### src/rtl/wasm_pkg.sv
// Shared WebAssembly core types: traps, memory access ops and bulk-memory ops.
// Feature macro used by the bulk-memory sequencer: WASM_BULK_MEM_WIDE_EN.
package wasm_pkg;

    localparam int unsigned PAGE_SIZE = 65536;

    typedef enum logic [2:0] {
        TRAP_NONE          = 3'd0,
        TRAP_UNREACHABLE   = 3'd1,
        TRAP_OUT_OF_BOUNDS = 3'd2,
        TRAP_DIV_ZERO      = 3'd3
    } trap_t;

    typedef enum logic [3:0] {
        MEM_NONE      = 4'd0,
        MEM_LOAD_I8_U = 4'd1,
        MEM_LOAD_I64  = 4'd2,
        MEM_STORE_I8  = 4'd3,
        MEM_STORE_I64 = 4'd4
    } mem_op_t;

    typedef enum logic {
        BULK_FILL = 1'b0,
        BULK_COPY = 1'b1
    } bulk_op_t;

endpackage

### src/rtl/wasm_bulk_mem_ctrl_if.sv
// Memory-side port bundle between the bulk-memory sequencer and wasm_memory.
// master = sequencer, slave = memory.
interface wasm_bulk_mem_ctrl_if;
    import wasm_pkg::*;

    logic [31:0] mem_pages;
    logic        mem_rd_en;
    logic [31:0] mem_rd_addr;
    mem_op_t     mem_rd_op;
    logic [63:0] mem_rd_data;
    logic        mem_wr_en;
    logic [31:0] mem_wr_addr;
    mem_op_t     mem_wr_op;
    logic [63:0] mem_wr_data;
    trap_t       mem_trap;

    modport master (
        input  mem_pages, mem_rd_data, mem_trap,
        output mem_rd_en, mem_rd_addr, mem_rd_op,
        output mem_wr_en, mem_wr_addr, mem_wr_op, mem_wr_data
    );

    modport slave (
        output mem_pages, mem_rd_data, mem_trap,
        input  mem_rd_en, mem_rd_addr, mem_rd_op,
        input  mem_wr_en, mem_wr_addr, mem_wr_op, mem_wr_data
    );

endinterface

### src/rtl/wasm_range_check.sv
// In-bounds test for [addr, addr+len) against pages*PAGE_BYTES.
// 34-bit sums so a 32-bit wraparound still reads as out of bounds.
module wasm_range_check
    import wasm_pkg::*;
#(
    parameter int unsigned PAGE_BYTES = PAGE_SIZE
) (
    input  logic [31:0] addr,
    input  logic [31:0] len,
    input  logic [31:0] pages,
    output logic        ok
);

    logic [33:0] end_a;
    logic [33:0] limit;

    assign end_a = {2'b0, addr} + {2'b0, len};
    assign limit = {2'b0, pages} * 34'(PAGE_BYTES);
    assign ok    = (end_a <= limit);

endmodule

### src/rtl/wasm_bulk_mem_ctrl.sv
// memory.fill / memory.copy sequencer: bounds check, then one transfer per cycle.
// WASM_BULK_MEM_WIDE_EN: move 8-byte chunks while at least 8 bytes remain.
module wasm_bulk_mem_ctrl
    import wasm_pkg::*;
#(
    parameter int unsigned PAGE_BYTES = PAGE_SIZE
) (
    input  logic        clk,
    input  logic        rst,
    input  logic        start,
    input  bulk_op_t    op,
    input  logic [31:0] dst,
    input  logic [31:0] src,
    input  logic [31:0] len,
    input  logic [7:0]  fill_val,
    output logic        busy,
    output logic        done,
    output trap_t       trap,
    wasm_bulk_mem_ctrl_if.master mem
);

    typedef enum logic [1:0] {
        S_IDLE,
        S_CHECK,
        S_XFER,
        S_FIN
    } state_t;

    state_t      state_q, state_d;
    bulk_op_t    op_q, op_d;
    logic [31:0] dst_q, dst_d, src_q, src_d, len_q, len_d;
    logic [31:0] rem_q, rem_d, cur_q, cur_d;
    logic [7:0]  fill_q, fill_d;
    logic        back_q, back_d;
    trap_t       trap_q, trap_d;

    logic        dst_ok, src_ok, wide;
    logic [31:0] step, off;

    wasm_range_check #(.PAGE_BYTES(PAGE_BYTES)) u_dst_chk (
        .addr (dst_q),
        .len  (len_q),
        .pages(mem.mem_pages),
        .ok   (dst_ok)
    );

    wasm_range_check #(.PAGE_BYTES(PAGE_BYTES)) u_src_chk (
        .addr (src_q),
        .len  (len_q),
        .pages(mem.mem_pages),
        .ok   (src_ok)
    );

`ifdef WASM_BULK_MEM_WIDE_EN
    assign wide = (rem_q >= 32'd8);
`else
    assign wide = 1'b0;
`endif

    assign step = wide ? 32'd8 : 32'd1;
    // Backward chunk covers cur-7..cur so the cursor always names the top byte.
    assign off  = (back_q && wide) ? cur_q - 32'd7 : cur_q;

    always_ff @(posedge clk) begin
        if (rst) begin
            state_q <= S_IDLE;
            op_q    <= BULK_FILL;
            dst_q   <= '0;
            src_q   <= '0;
            len_q   <= '0;
            rem_q   <= '0;
            cur_q   <= '0;
            fill_q  <= '0;
            back_q  <= 1'b0;
            trap_q  <= TRAP_NONE;
        end else begin
            state_q <= state_d;
            op_q    <= op_d;
            dst_q   <= dst_d;
            src_q   <= src_d;
            len_q   <= len_d;
            rem_q   <= rem_d;
            cur_q   <= cur_d;
            fill_q  <= fill_d;
            back_q  <= back_d;
            trap_q  <= trap_d;
        end
    end

    always_comb begin
        state_d = state_q;
        op_d    = op_q;
        dst_d   = dst_q;
        src_d   = src_q;
        len_d   = len_q;
        rem_d   = rem_q;
        cur_d   = cur_q;
        fill_d  = fill_q;
        back_d  = back_q;
        trap_d  = trap_q;

        mem.mem_rd_en   = 1'b0;
        mem.mem_rd_addr = '0;
        mem.mem_rd_op   = MEM_NONE;
        mem.mem_wr_en   = 1'b0;
        mem.mem_wr_addr = '0;
        mem.mem_wr_op   = MEM_NONE;
        mem.mem_wr_data = '0;

        unique case (state_q)
            S_IDLE: begin
                if (start) begin
                    op_d    = op;
                    dst_d   = dst;
                    src_d   = src;
                    len_d   = len;
                    fill_d  = fill_val;
                    trap_d  = TRAP_NONE;
                    state_d = S_CHECK;
                end
            end
            S_CHECK: begin
                if (!dst_ok || (op_q == BULK_COPY && !src_ok)) begin
                    trap_d  = TRAP_OUT_OF_BOUNDS;
                    state_d = S_FIN;
                end else if (len_q == 32'd0) begin
                    state_d = S_FIN;
                end else begin
                    back_d  = (op_q == BULK_COPY) && (dst_q > src_q);
                    cur_d   = back_d ? len_q - 32'd1 : 32'd0;
                    rem_d   = len_q;
                    state_d = S_XFER;
                end
            end
            S_XFER: begin
                mem.mem_wr_en   = !rst;
                mem.mem_wr_addr = dst_q + off;
                mem.mem_wr_op   = wide ? MEM_STORE_I64 : MEM_STORE_I8;
                if (op_q == BULK_COPY) begin
                    mem.mem_rd_en   = !rst;
                    mem.mem_rd_addr = src_q + off;
                    mem.mem_rd_op   = wide ? MEM_LOAD_I64 : MEM_LOAD_I8_U;
                    mem.mem_wr_data = wide ? mem.mem_rd_data
                                           : {56'b0, mem.mem_rd_data[7:0]};
                end else begin
                    mem.mem_wr_data = wide ? {8{fill_q}} : {56'b0, fill_q};
                end
                rem_d = rem_q - step;
                cur_d = back_q ? cur_q - step : cur_q + step;
                if (mem.mem_trap != TRAP_NONE) begin
                    trap_d  = mem.mem_trap;
                    state_d = S_FIN;
                end else if (rem_q == step) begin
                    state_d = S_FIN;
                end
            end
            S_FIN: begin
                state_d = S_IDLE;
            end
            default: begin
                state_d = S_IDLE;
            end
        endcase
    end

    assign busy = (state_q != S_IDLE);
    assign done = (state_q == S_FIN);
    assign trap = done ? trap_q : TRAP_NONE;

endmodule

### src/flat_wrapper.sv
// flat-port wrapper written by rule: the top's interface ports become plain ports
module wasm_bulk_mem_ctrl_flat import wasm_pkg::*;
#(
    parameter int unsigned PAGE_BYTES = PAGE_SIZE
)
  (clk, rst, start, op, dst, src, len, fill_val, busy, done, trap, mem_mem_pages, mem_mem_rd_data, mem_mem_trap, mem_mem_rd_en, mem_mem_rd_addr, mem_mem_rd_op, mem_mem_wr_en, mem_mem_wr_addr, mem_mem_wr_op, mem_mem_wr_data);
  wasm_bulk_mem_ctrl_if mem_i ();
  input  logic clk;
  input  logic rst;
  input  logic start;
  input  bulk_op_t op;
  input  logic [31:0] dst;
  input  logic [31:0] src;
  input  logic [31:0] len;
  input  logic [7:0] fill_val;
  output logic busy;
  output logic done;
  output trap_t trap;
  input wire logic [$bits(mem_i.mem_pages)-1:0] mem_mem_pages;
  input wire logic [$bits(mem_i.mem_rd_data)-1:0] mem_mem_rd_data;
  input wire logic [$bits(mem_i.mem_trap)-1:0] mem_mem_trap;
  output wire logic [$bits(mem_i.mem_rd_en)-1:0] mem_mem_rd_en;
  output wire logic [$bits(mem_i.mem_rd_addr)-1:0] mem_mem_rd_addr;
  output wire logic [$bits(mem_i.mem_rd_op)-1:0] mem_mem_rd_op;
  output wire logic [$bits(mem_i.mem_wr_en)-1:0] mem_mem_wr_en;
  output wire logic [$bits(mem_i.mem_wr_addr)-1:0] mem_mem_wr_addr;
  output wire logic [$bits(mem_i.mem_wr_op)-1:0] mem_mem_wr_op;
  output wire logic [$bits(mem_i.mem_wr_data)-1:0] mem_mem_wr_data;
  assign mem_i.mem_pages = mem_mem_pages;
  assign mem_i.mem_rd_data = mem_mem_rd_data;
  assign mem_i.mem_trap = mem_mem_trap;
  assign mem_mem_rd_en = mem_i.mem_rd_en;
  assign mem_mem_rd_addr = mem_i.mem_rd_addr;
  assign mem_mem_rd_op = mem_i.mem_rd_op;
  assign mem_mem_wr_en = mem_i.mem_wr_en;
  assign mem_mem_wr_addr = mem_i.mem_wr_addr;
  assign mem_mem_wr_op = mem_i.mem_wr_op;
  assign mem_mem_wr_data = mem_i.mem_wr_data;
  wasm_bulk_mem_ctrl #(.PAGE_BYTES(PAGE_BYTES)) u_core (.clk(clk), .rst(rst), .start(start), .op(op), .dst(dst), .src(src), .len(len), .fill_val(fill_val), .busy(busy), .done(done), .trap(trap), .mem(mem_i));
endmodule
### config.mk
export PLATFORM = sky130hd
export DESIGN_NAME = wasm_bulk_mem_ctrl_flat
export DESIGN_NICKNAME = d
export VERILOG_FILES = /design/src/rtl/wasm_pkg.sv /design/src/rtl/wasm_bulk_mem_ctrl_if.sv /design/src/rtl/wasm_range_check.sv /design/src/rtl/wasm_bulk_mem_ctrl.sv /design/src/flat_wrapper.sv
export SDC_FILE = /design/constraint.sdc
export NUM_CORES = 1
export LEC_CHECK = 0
export ABC_CLOCK_PERIOD_IN_PS = 6000
export BUFFER_PORTS_ARGS = -buffer_cell sky130_fd_sc_hd__buf_2
export CAP_MARGIN = 20
export CORE_UTILIZATION = 35
export CTS_BUF_LIST = sky130_fd_sc_hd__clkbuf_4 sky130_fd_sc_hd__clkbuf_8 sky130_fd_sc_hd__clkbuf_16
export CTS_CLUSTER_DIAMETER = 100
export CTS_CLUSTER_SIZE = 14
export DETAILED_ROUTE_END_ITERATION = 10
export PLACE_DENSITY_LB_ADDON = 0.3
export RECOVER_POWER = 50
export SLEW_MARGIN = 0
export SYNTH_ARGS = -nofsm -noshare
export SYNTH_HDL_FRONTEND = slang
export SYNTH_SLANG_ARGS = --single-unit
### constraint.sdc
create_clock -name clk -period 6 [get_ports clk]
set_input_delay 0.6 -clock clk [delete_from_list [all_inputs] [get_ports clk]]
set_output_delay 0.6 -clock clk [all_outputs]
set_load 0.05 [all_outputs]
Word-level counts from Yosys, hierarchy flattened
Cells that the tools add are included.
{ "op_classes": {"addsub": 8, "order_cmp": 3, "eq_ne": 10, "n_mux": 30, "bitwise": 2, "n_reduce_logical": 17} }
{ "op_table": {"columns": ["operator", "n"], "rows": [
  ["$mux W32", 9],
  ["$pmux W32 S2", 2],
  ["$sub A32 B1 Y32 const B", 3],
  ["$le A34 B34 Y1", 2],
  ["$add A32 B32 Y33", 2],
  ["$add A32 B32 Y32", 2],
  ["$mux W64", 1],
  ["$add A32 B1 Y32 const B", 1],
  ["$eq A32 B1 Y1 const B", 1],
  ["$gt A32 B32 Y1", 1],
  ["$logic_not A32 Y1", 1],
  ["$mux W3", 4],
  ["$mux W2", 5],
  ["$pmux W3 S3", 1],
  ["$mux W8", 1],
  ["$pmux W2 S4", 1],
  ["$ne A2 B2 Y1 const B", 3],
  ["$reduce_and A3 Y1", 2],
  ["$reduce_bool A3 Y1", 2],
  ["$mux W1", 5],
  ["$eq A2 B2 Y1 const B", 2],
  ["$mux W4", 1],
  ["$ne A2 B1 Y1 const B", 2],
  ["$reduce_and A2 Y1", 2],
  ["9 further kinds", 14]
]} }
{ "word_totals": {"reg_bits": 175, "input_bits": 207, "out_inout_bits": 143, "elab_cells": 80} }

Depth between registers and ports, before layout
{ "logic_depth": {"word_depth": 7, "mapped_depth": 25, "depth_no_buf": 23} }

Cells and area by module
From an unflattened synthesis, not the netlist that was laid out.
{ "unflattened": {"cells_unflattened": 2499, "hier_area_um2": 18378.9} }
{ "by_module_without_submodules": {"columns": ["mod", "n_inst", "cells_each", "area_per_inst_um2", "seq_area_each_um2"], "rows": [
  ["wasm_bulk_mem_ctrl", 1, 1935, 14134.8, 3503.4],
  ["wasm_range_check", 2, 282, 2122.0, 0.0]
]} }

Least setup slack after synthesis
No wires, ideal clock.
{ "synth_timing": {"kind": "reg2reg", "start": "reg u_core.len_q[0]", "end": "reg u_core.cur_q[15]", "setup_time_ns": 0.122, "arrival_time_ns": 5.827, "required_ns": 5.878, "setup_slack_ns": 0.051, "path_stages_with_launch": 25, "n_path_buf": 1, "period_less_slack_ns": 5.949, "path_cell_list": "dfxtp_1 > ha_1 > fa_1 > a211oi_1 > o21ai_0 > nand4_1 > a21oi_1 > o21a_1 > a2111oi_0 > o31ai_1 > a21oi_1 > o211ai_1 > o22a_1 > ha_1 > nand4b_1 > or2_2 > a311o_1 > nor4_1 > nand4_1 > a2111oi_1 > a41o_2 > o2111a_2 > buf_6 > nor2_4 > o311a_1"} }
{ "synth_between": {"elab_chain_len": 7, "word_cells_on_any_way": 17, "classes_between": "add/sub: 3; order compare: 2; eq/ne: 2; mux: 4; reduce/logical: 6"} }
{ "synth_rtl": {"columns": ["item", "line_no", "rtl"], "rows": [
  ["start, declared", "wasm_bulk_mem_ctrl.sv:31", "logic [31:0] dst_q, dst_d, src_q, src_d, len_q, len_d;"],
  ["start signal, assigned", "wasm_bulk_mem_ctrl.sv:81", "len_q <= len_d;"],
  ["$add A32 B32 Y33", "wasm_range_check.sv:17", "assign end_a = {2'b0, addr} + {2'b0, len};"],
  ["$le A34 B34 Y1", "wasm_range_check.sv:19", "assign ok = (end_a <= limit);"],
  ["$logic_not A1 Y1", "wasm_bulk_mem_ctrl.sv:123", "if (!dst_ok || (op_q == BULK_COPY && !src_ok)) begin"],
  ["$logic_and A1 B1 Y1", "wasm_bulk_mem_ctrl.sv:123", null],
  ["$logic_or A1 B1 Y1", "wasm_bulk_mem_ctrl.sv:123", null],
  ["$ne A2 B2 Y1 (no line)", null, null],
  ["$reduce_and A3 Y1 (no line)", null, null],
  ["end signal, assigned", "wasm_bulk_mem_ctrl.sv:83", "cur_q <= cur_d;"],
  ["end, declared", "wasm_bulk_mem_ctrl.sv:32", "logic [31:0] rem_q, rem_d, cur_q, cur_d;"]
]} }
Parallel ways exist; a longest one is shown, timed or not. The select of a mux whose other input is x is not followed.
A chain may end at the register's enable or synchronous reset.

Worst setup path in the final report
{ "layout_timing": {"start": "reg u_core.src_q[9]", "end": "reg u_core.rem_q[19]"} }
{ "layout_between": {"elab_chain_len": 7} }
{ "layout_rtl": {"columns": ["item", "line_no", "rtl"], "rows": [
  ["start, declared", "wasm_bulk_mem_ctrl.sv:31", null],
  ["start signal, assigned", "wasm_bulk_mem_ctrl.sv:80", "src_q <= src_d;"],
  ["$add A32 B32 Y33", "wasm_range_check.sv:17", null],
  ["$le A34 B34 Y1", "wasm_range_check.sv:19", null],
  ["$logic_not A1 Y1", "wasm_bulk_mem_ctrl.sv:123", null],
  ["$logic_and A1 B1 Y1", "wasm_bulk_mem_ctrl.sv:123", null],
  ["$logic_or A1 B1 Y1", "wasm_bulk_mem_ctrl.sv:123", null],
  ["$ne A2 B2 Y1 (no line)", null, null],
  ["$reduce_and A3 Y1 (no line)", null, null],
  ["end signal, assigned", "wasm_bulk_mem_ctrl.sv:82", "rem_q <= rem_d;"],
  ["end, declared", "wasm_bulk_mem_ctrl.sv:32", null]
]} }
No other way between the ends.

==> summary.txt <==
Floorplan
  • Initial Util: between 30% and 40%
  • Core Region: just over 50000 sq um
  • DIE AREA: 52800 sq um
  • I/O pin cnt: between 300 and 400
  • Die Wd: 230 um
  • Die Ht: 230 um
  • Row count: 83

GRT
  • Vias in the first global route: 18500
  • GRT Total Usage: 24.9%
  • Largest net degree at the start of global routing: between 100 and 150
  • Initial antenna violation count: 1
  • GRT Residual Overflow: 0
  • Global-route wire length before repair: 104 mm

Placed design
  • Area of placed instances: 20800 sq um
  • Number of port buffers: 218
  • DP HPWL: 54.2 mm
  • GP Congestion: about 0.93
  • Placed Instances: 3435

Final layout
  • Filler-free cell count of the finished design: 3484
  • Seq. cell area: ~3500 sq um
  • Post-route cell area: around 22000 sq um
  • Multi-input gate area in the final layout: 13800 sq um
  • Final #Nets: 3231
  • Fill cell count: 5254
  • Synthesis-to-layout area growth: 21.0%
  • Layout cells sized above 1: between 10% and 20%

Critical path
  • Worst path max stage delay: around 420 ps
  • Critical path peak fanout: 9
  • Worst EP arrival: 6260 ps
  • Worst setup SP type: register
  • Required time worst endpoint: 6360 ps
  • Critical path endpoint category: register
  • CP Class: reg -> reg
  • CP max stage cell: dfxtp_1
  • Worst reg-to-reg setup slack: about 100 ps

Synthesis
  • Post-synthesis simple-gate area fraction: 22.1%
  • #FFs+latches synth: 175
  • Synth cell count leaders: nand2_1, a21oi_1, ha_1
  • Main combinational cell family by area after synthesis: compound AO/OA/AOI/OAI gates
  • Fraction of synthesized area in multiplexers: 0.943%
  • Share of the yosys chip area belonging to registers: 19.3%
  • Async SR Flop Fraction: 0%
  • Yosys warnings: 0
  • Most frequent cell after synthesis: nand2_1
  • Synth top area cells: dfxtp_1, ha_1, a21oi_1
  • Synthesized-area fraction occupied by adder cells: roughly 16%
  • Mapped Cells: ~2500
  • Area leader, netlist: dfxtp_1
  • Post-synthesis cell area: 18200 sq um
  • Count of different cell masters after synthesis: 91
  • Syn avg cell area: 7.36 sq um
  • Commonest register cell after synthesis: dfxtp_1
  • Synth Area in XOR/XNOR: roughly 6.7%
  • EDFF count, synth: 0
  • Fraction of the mapped netlist area in compound gates: a little over a quarter
  • Top cell type's share of synthesized area: 19.3%

Routing
  • Via density: between 5 and 6
  • Iteration-0 DRC count of the detailed router: 1470
  • DRC viols: 0
  • DR pass1 iterations: 7
  • Total Routed Length: 68.7 mm
  • Per-cell routed wire length: 19.7 um
  • Vias: 19600
  • ANT nets after route: 0

Clocking
  • CTS tree: done
  • Total CTS buffers: 17
  • Clk_lat worst skew: 460 ps
  • H-tree Lvls: 4
  • CTS Hold Bufs: 0
  • Maximum clock insertion buffer count: 2
  • CTS clock-pin slew for the worst setup and hold paths: 80 ps
  • Clock sink count: 175
  • Root Driver: clkbuf_16

STA
  • Fin. max-slew vios: 110
  • Crit share post-route: 98.3%
  • Final setup viols: 0
  • RSZ-0062 raised after global routing: yes
  • Crit path time final: slightly below 6000 ps
  • Worst slew pin tran: 2580 ps
  • Fmax: approximately 0.17 GHz
  • Worst clock skew: 14.9 ps
  • Max_slew headroom: -72.4%
  • Final hold violations: 0

Outcome
  • Failing checks: max-capacitance violations, max-slew violations
  • Status: finished with violations

Hold path
  • Hold Crit Class: in -> reg

Power
  • Peak VDD IR: 0.000261 V
  • Final Power: 9.48 mW
  • Static Leak: 10.3 nW
  • Power Dens Cells: 431 nW/um^2

Run
  • Maxcap violations: 2
[power breakdown]
part | leakage, nW | total [mW] | switching (mW) | internal (mW)
Clock | 0.311 | 1.24 | 0.558 | 0.679
Sequential | 1.43 | 1.78 | 0.336 | 1.44
Combinational | 8.52 | 6.46 | 3.90 | 2.57
Total | 10.3 | 9.48 | 4.79 | 4.69
[metal layers]
layer	up-vias	share of wire (%)	global-route usage, %
li1	9506	-	-
met1	9346	45	33.9
met2	655	45	40.7
met3	99	6.2	2.83
met4	0	3.0	8.24
met5	-	0	0
[final timing paths]
kind                            to             start  depth (start not counted)
hold reg to reg   u_core.fill_q[3]  u_core.fill_q[3]                          2
setup / recovery  u_core.rem_q[19]   u_core.src_q[9]                         28
hold / removal    u_core.src_q[29]           src[29]                          3
setup reg to reg  u_core.rem_q[19]   u_core.src_q[9]                         28
[area by class of cell]
cell class	instances	area share [%]
flip-flops and latches	175	15.9
multi-input cells	2075	62.9
clock buffers	19	2.00
well taps	680	3.87
repair buffers	402	12.4
clock inverters	13	0.802
diodes	1	0.0114
inverters	119	2.03
[sequential cells by signal, indices dropped and copies added (netlist names)]
name and count:
u_core.trap_q 3, u_core.state_q 2, u_core.cur_q 32, u_core.rem_q 32, u_core.back_q 1, u_core.dst_q 32, u_core.op_q 1, u_core.len_q 32
u_core.fill_q 8, u_core.src_q 32
[cells in the final DEF (no fill, tap or decap), types with 25 or more instances in the layout]
master      n
nand2_1   321
a21oi_1   288
ha_1      227
buf_2     212
nor2_1    182
dfxtp_1   173
buf_4     164
inv_1     118
nor3_1     99
o21ai_0    89
xnor2_1    88
a21o_1     81
conb_1     61
xor2_1     52
nand3_1    45
a211oi_1   29
o21bai_1   26
nand4_1    25
[worst max-delay path: cells and delay by family, from the launching register on]
family	cells	cell delay, ps
AND/OR/NAND/NOR	5	820
AO/OA/AOI/OAI	14	2950
adder cells (fa/ha/maj)	2	580
buffers and inverters	6	940
flip-flops	1	420
XOR/XNOR	1	90
[repair_timing]
action,4_1_cts,5_1_grt
buffers inserted,1,9
gates resized for setup,14,55
gates cloned,2,4
pin swaps,9,66
setup endpoints to repair,69,68
[per-stage QoR]
step                worst slack (ps)  utilization, %  setup TNS [ps]  hold slack, ps
global placement                -408            40.5          -23300             442
CTS                            -15.0            42.1           -75.9             359
finish                           102            42.9               0             373
global route                    -142            42.9           -5500             359
floorplan                       51.0               -               0             431
detailed placement              -532            40.6          -28380             449
[kinds of logic after synthesis]
logic type | after synthesis
fa+ha+maj | 234
mux | 17
flops | 175
buf+inv | 280
simple gates | 853
compound gates | 770
xor+xnor | 140
other cells | 1
No activity file was read; power rests on OpenSTA's default activity.
